## src/rtl/alu_pipe.sv

```systemverilog
// rtl/alu_pipe.sv - registered ALU with valid/ready handshakes and a shift-add multiplier
module alu_pipe #(
  parameter int WIDTH = 8
) (
  input  logic             clk,
  input  logic             rst,
  input  logic             in_valid,
  output logic             in_ready,
  input  logic [WIDTH-1:0] a,
  input  logic [WIDTH-1:0] b,
  input  logic [2:0]       op,
  output logic             out_valid,
  input  logic             out_ready,
  output logic [WIDTH-1:0] result,
  output logic             flag_z,
  output logic             flag_c,
  output logic             flag_n,
  output logic             flag_v
);

  localparam int SH = (WIDTH > 2) ? $clog2(WIDTH) : 1;
  localparam logic [SH-1:0] LAST = SH'(WIDTH - 1);
  localparam int MSB = WIDTH - 1;

  typedef enum logic [1:0] {S_IDLE, S_MUL, S_DONE} state_t;

  state_t             state_q, state_d;
  logic [WIDTH-1:0]   res_q, res_d;
  logic               z_q, z_d, c_q, c_d, n_q, n_d, v_q, v_d;
  logic [2*WIDTH-1:0] acc_q, acc_d;
  logic [2*WIDTH-1:0] mcand_q, mcand_d;
  logic [WIDTH-1:0]   mplier_q, mplier_d;
  logic [SH-1:0]      cnt_q, cnt_d;

  logic               accept;
  logic [SH-1:0]      amt;
  logic [WIDTH:0]     add_w, sub_w, shl_w, shr_w;
  logic [WIDTH-1:0]   alu_res;
  logic               alu_c, alu_v;
  logic [2*WIDTH-1:0] prod;

  assign in_ready  = (state_q == S_IDLE) || ((state_q == S_DONE) && out_ready);
  assign accept    = in_valid && in_ready;
  assign out_valid = (state_q == S_DONE);
  assign result    = res_q;
  assign flag_z    = z_q;
  assign flag_c    = c_q;
  assign flag_n    = n_q;
  assign flag_v    = v_q;

  // Shifts are done one bit wider so the last bit shifted out lands in the extra bit;
  // with amt=0 that bit is the zero pad, giving flag_c=0 for free.
  assign amt   = b[SH-1:0];
  assign add_w = {1'b0, a} + {1'b0, b};
  assign sub_w = {1'b0, a} - {1'b0, b};
  assign shl_w = {1'b0, a} << amt;
  assign shr_w = {a, 1'b0} >> amt;
  assign prod  = acc_q + (mplier_q[0] ? mcand_q : '0);

  always_comb begin
    alu_res = '0;
    alu_c   = 1'b0;
    alu_v   = 1'b0;
    case (op)
      3'b000: begin
        alu_res = add_w[MSB:0];
        alu_c   = add_w[WIDTH];
        alu_v   = (a[MSB] == b[MSB]) && (add_w[MSB] != a[MSB]);
      end
      3'b001: begin
        alu_res = sub_w[MSB:0];
        alu_c   = sub_w[WIDTH];
        alu_v   = (a[MSB] != b[MSB]) && (sub_w[MSB] != a[MSB]);
      end
      3'b010: alu_res = a & b;
      3'b011: alu_res = a | b;
      3'b100: alu_res = a ^ b;
      3'b101: begin
        alu_res = shl_w[MSB:0];
        alu_c   = shl_w[WIDTH];
      end
      3'b110: begin
        alu_res = shr_w[WIDTH:1];
        alu_c   = shr_w[0];
      end
      default: ;
    endcase
  end

  always_comb begin
    state_d  = state_q;
    res_d    = res_q;
    z_d      = z_q;
    c_d      = c_q;
    n_d      = n_q;
    v_d      = v_q;
    acc_d    = acc_q;
    mcand_d  = mcand_q;
    mplier_d = mplier_q;
    cnt_d    = cnt_q;

    case (state_q)
      S_MUL: begin
        acc_d    = prod;
        mcand_d  = mcand_q << 1;
        mplier_d = mplier_q >> 1;
        cnt_d    = cnt_q + SH'(1);
        if (cnt_q == LAST) begin
          state_d = S_DONE;
          cnt_d   = '0;
          res_d   = prod[MSB:0];
          z_d     = (prod[MSB:0] == '0);
          n_d     = prod[MSB];
          c_d     = |prod[2*WIDTH-1:WIDTH];
          v_d     = 1'b0;
        end
      end
      S_DONE: if (out_ready && !in_valid) state_d = S_IDLE;
      default: ;
    endcase

    // accept is only possible from IDLE or DONE, never mid-multiply
    if (accept) begin
      if (op == 3'b111) begin
        state_d  = S_MUL;
        acc_d    = '0;
        mcand_d  = {{WIDTH{1'b0}}, a};
        mplier_d = b;
        cnt_d    = '0;
      end else begin
        state_d = S_DONE;
        res_d   = alu_res;
        z_d     = (alu_res == '0);
        n_d     = alu_res[MSB];
        c_d     = alu_c;
        v_d     = alu_v;
      end
    end
  end

  always_ff @(posedge clk) begin
    if (rst) begin
      state_q  <= S_IDLE;
      res_q    <= '0;
      z_q      <= 1'b0;
      c_q      <= 1'b0;
      n_q      <= 1'b0;
      v_q      <= 1'b0;
      acc_q    <= '0;
      mcand_q  <= '0;
      mplier_q <= '0;
      cnt_q    <= '0;
    end else begin
      state_q  <= state_d;
      res_q    <= res_d;
      z_q      <= z_d;
      c_q      <= c_d;
      n_q      <= n_d;
      v_q      <= v_d;
      acc_q    <= acc_d;
      mcand_q  <= mcand_d;
      mplier_q <= mplier_d;
      cnt_q    <= cnt_d;
    end
  end

endmodule

```

## config.mk

```make
export PLATFORM = sky130hd
export DESIGN_NAME = alu_pipe
export DESIGN_NICKNAME = d
export VERILOG_FILES = /design/src/rtl/alu_pipe.sv
export SDC_FILE = /design/constraint.sdc
export NUM_CORES = 1
export LEC_CHECK = 0
export BUFFER_PORTS_ARGS = -buffer_cell sky130_fd_sc_hd__buf_4
export CELL_PAD_IN_SITES_DETAIL_PLACEMENT = 1
export CELL_PAD_IN_SITES_GLOBAL_PLACEMENT = 2
export CORE_ASPECT_RATIO = 1.2
export CORE_MARGIN = 4
export CORE_UTILIZATION = 30
export CTS_CLUSTER_SIZE = 40
export DETAILED_ROUTE_END_ITERATION = 8
export PLACE_DENSITY_LB_ADDON = 0.2
export SYNTH_ARGS = -nofsm -noshare
export SYNTH_HDL_FRONTEND = slang
export SYNTH_SLANG_ARGS = --single-unit
```

## constraint.sdc

```tcl
create_clock -name clk -period 6.8 [get_ports clk]
set_clock_uncertainty 0.2 [all_clocks]
set_input_delay 0.68 -clock clk [delete_from_list [all_inputs] [get_ports clk]]
set_output_delay 0.68 -clock clk [all_outputs]
set_load 0.005 [all_outputs]
```

==> flow_summary.toml <==
[die]
initial_utilization = 0.307
die_w_um = 123
die_area_um2 = 18100
ios = 37
rows = 50
die_h_um = 147
core_area_um2 = 15600

[timing]
finalHoldViolCount = 0
worstMarginPinSlew_ps = 1160
setup_violations = 0
finalCriticalPeriod_ps = 3500
slew_headroom = 0.226
slew_violations = 0
rsz0062_at_grt = "no"
finalCritPeriodShare = 0.514
max_freq_ghz = 0.286
timing.setup.tns_ps = 0

[critical_path]
cp.required_ps = 6810
arrival_ps = 3510
worst_setup_path_end_kind = "flop"
reg2regPathDepth = 10
critPathKind = "reg -> reg"
cp_max_fo = 17
start_kind = "flop"

[yosys]
yosysMostFrequentCell = "nand2_1"
synth_area_um2 = 4800
synth_area_per_cell_um2 = 7.61
synth_edf_count = 0
yosysTopAreaCell = "dfxtp_1"
synth_ff_type = "dfxtp_1"
synth_fp_nets = 699
ys_ff_latch = 57
synth_cell_types = 70
netlist_top_cells_count = "nand2_1 (108), dfxtp_1 (57), a21oi_1 (56)"
synth_top_area_share = 0.238
synthCells = 631
yosys-top-cells-area = "dfxtp_1 (24%), ha_1 (11%), nand2_1 (8.4%)"
yosysWarningCount = 0
ys_async_sr_fraction = 0
ys_seq_area_frac = 0.238

[routing]
drt_iter0_drc = 211
drc = 0
via_per_inst = 5.48
vias = 4654
wire_per_inst_um = 19.6
first_pass_iters = 4
wl_um = 16700
antenna_left = 0

[layout]
final_nets = 705
area_growth_pct = 14.3
antenna-diode-count = 0
fin_area_um2 = 5490
layout-drive-gt1-share = 0.115

[place]
port_buffers = 36
hpwl_um = 12500
placedInstanceArea_um2 = 5180
gp_congestion = 0.892

[grt]
grt_max_degree = 47
grtUsageTotal = 0.191
grt_pass1_vias = 4946
grt-ovfl-total = 0
grt_pass1_wl_um = 27300
grt_antenna_before_repair = 0

[pwr]
leakagePower_nw = 2.16
power.density_nw_per_um2 = 188
power_mw = 1.03
vdd_drop_max_uv = 98.3

[clocking]
holdBufCountCts = 0
postCtsSetupRepairBufs = 0
cts_resized = 0
cts-root-buf = "clkbuf_16"
clk_path_buf_depth = 2
insertion_delay_ps = 330
clkSlewWorstSetupHoldPaths_ps = 50
cts_tree = "done"
cts_sinks = 57
htreeDepth = 3
numCtsBuffers = 9

[outcome]
status = "complete, no violations"

[worst_hold_path]
timing.hold.worst_path_depth = 2
min_path_type = "reg -> reg"

[flow_run]
cap_violations = 0
metal layers:
metal  share of wire  routed length (um)  up-vias  global-route usage
met3           0.023                 392       29              0.0217
li1                -                   -     2273                   -
met4           0.028                 474        0              0.0726
met1            0.43                7220     2262               0.239
met5               0                   0        -                   0
met2            0.52                8590       90               0.332
worst paths after layout:
check / start / to / slack (ps)
min reg2reg: acc_q[11] / acc_q[11] / 260
max: mplier_q[0] / flag_c / 3300
max reg2reg: mplier_q[0] / flag_c / 3300
min: acc_q[11] / acc_q[11] / 260
report_power, final:
group          leakage (nW)  switching [mW]  internal, mW
registers             0.463         0.00968         0.346
clock network         0.153           0.157         0.313
logic                  1.55           0.125        0.0794
total                  2.16           0.291         0.738
through the flow:
step | hold slack [ps] | setup WS, ps | utilization | std cells
2_1_floorplan | 236 | 3600 | - | 631
3_3_place_gp | 248 | 3250 | 0.331 | 834
3_5_place_dp | 259 | 3200 | 0.331 | 834
4_1_cts | 267 | 3290 | 0.351 | 850
5_1_grt | 285 | 3060 | 0.351 | 850
6_report | 262 | 3300 | 0.351 | 850
cell type report:
type	instances	area, um^2
tap	208	260
multi-input combinational	504	3390
timing repair buffer	39	293
clock buffer	14	274
sequential	57	1140
inverter	26	97.6
fill	1918	10200
clock inverter	2	35.0
registers in the layout, summed over array words and instances (netlist names), 2 cells and up:
register,count
cnt_q,3
mcand_q,16
acc_q,16
mplier_q,8
result,8
state_q,2
critical path, stage by stage (launching register included):
cell and delay (ps):
dfxtp_1 610, and2_1 230, ha_1 300, and3_1 220, a221o_1 350, a21oi_1 290, o21ai_0 150, xor2_1 170
or4_1 500, nor4b_2 260, a21oi_1 90
cells by family after synthesis:
family                     after synthesis  share of synthesized area
AOI/OAI and AO/OA                      173                      0.246
xor gates and xnor gates                20                     0.0365
adders and majority gates               45                      0.122
buffers and inverters                   70                     0.0573
DFF                                     57                      0.238
muxes                                   20                     0.0633
and+or+nand+nor                        246                      0.237
cell usage in the layout (no fill, tap or decap), types with 10 or more instances in the layout:
master and count:
a211oi_1 17, a21oi_1 56, a311oi_1 17, and2_1 17, buf_4 39, dfxtp_1 57, ha_1 42, inv_1 22
nand2_1 108, nand3_1 13, nor2_1 54, nor3_1 11, o21ai_0 10, o21ai_1 11, xnor2_1 12
(Power assumes the default switching activity.)
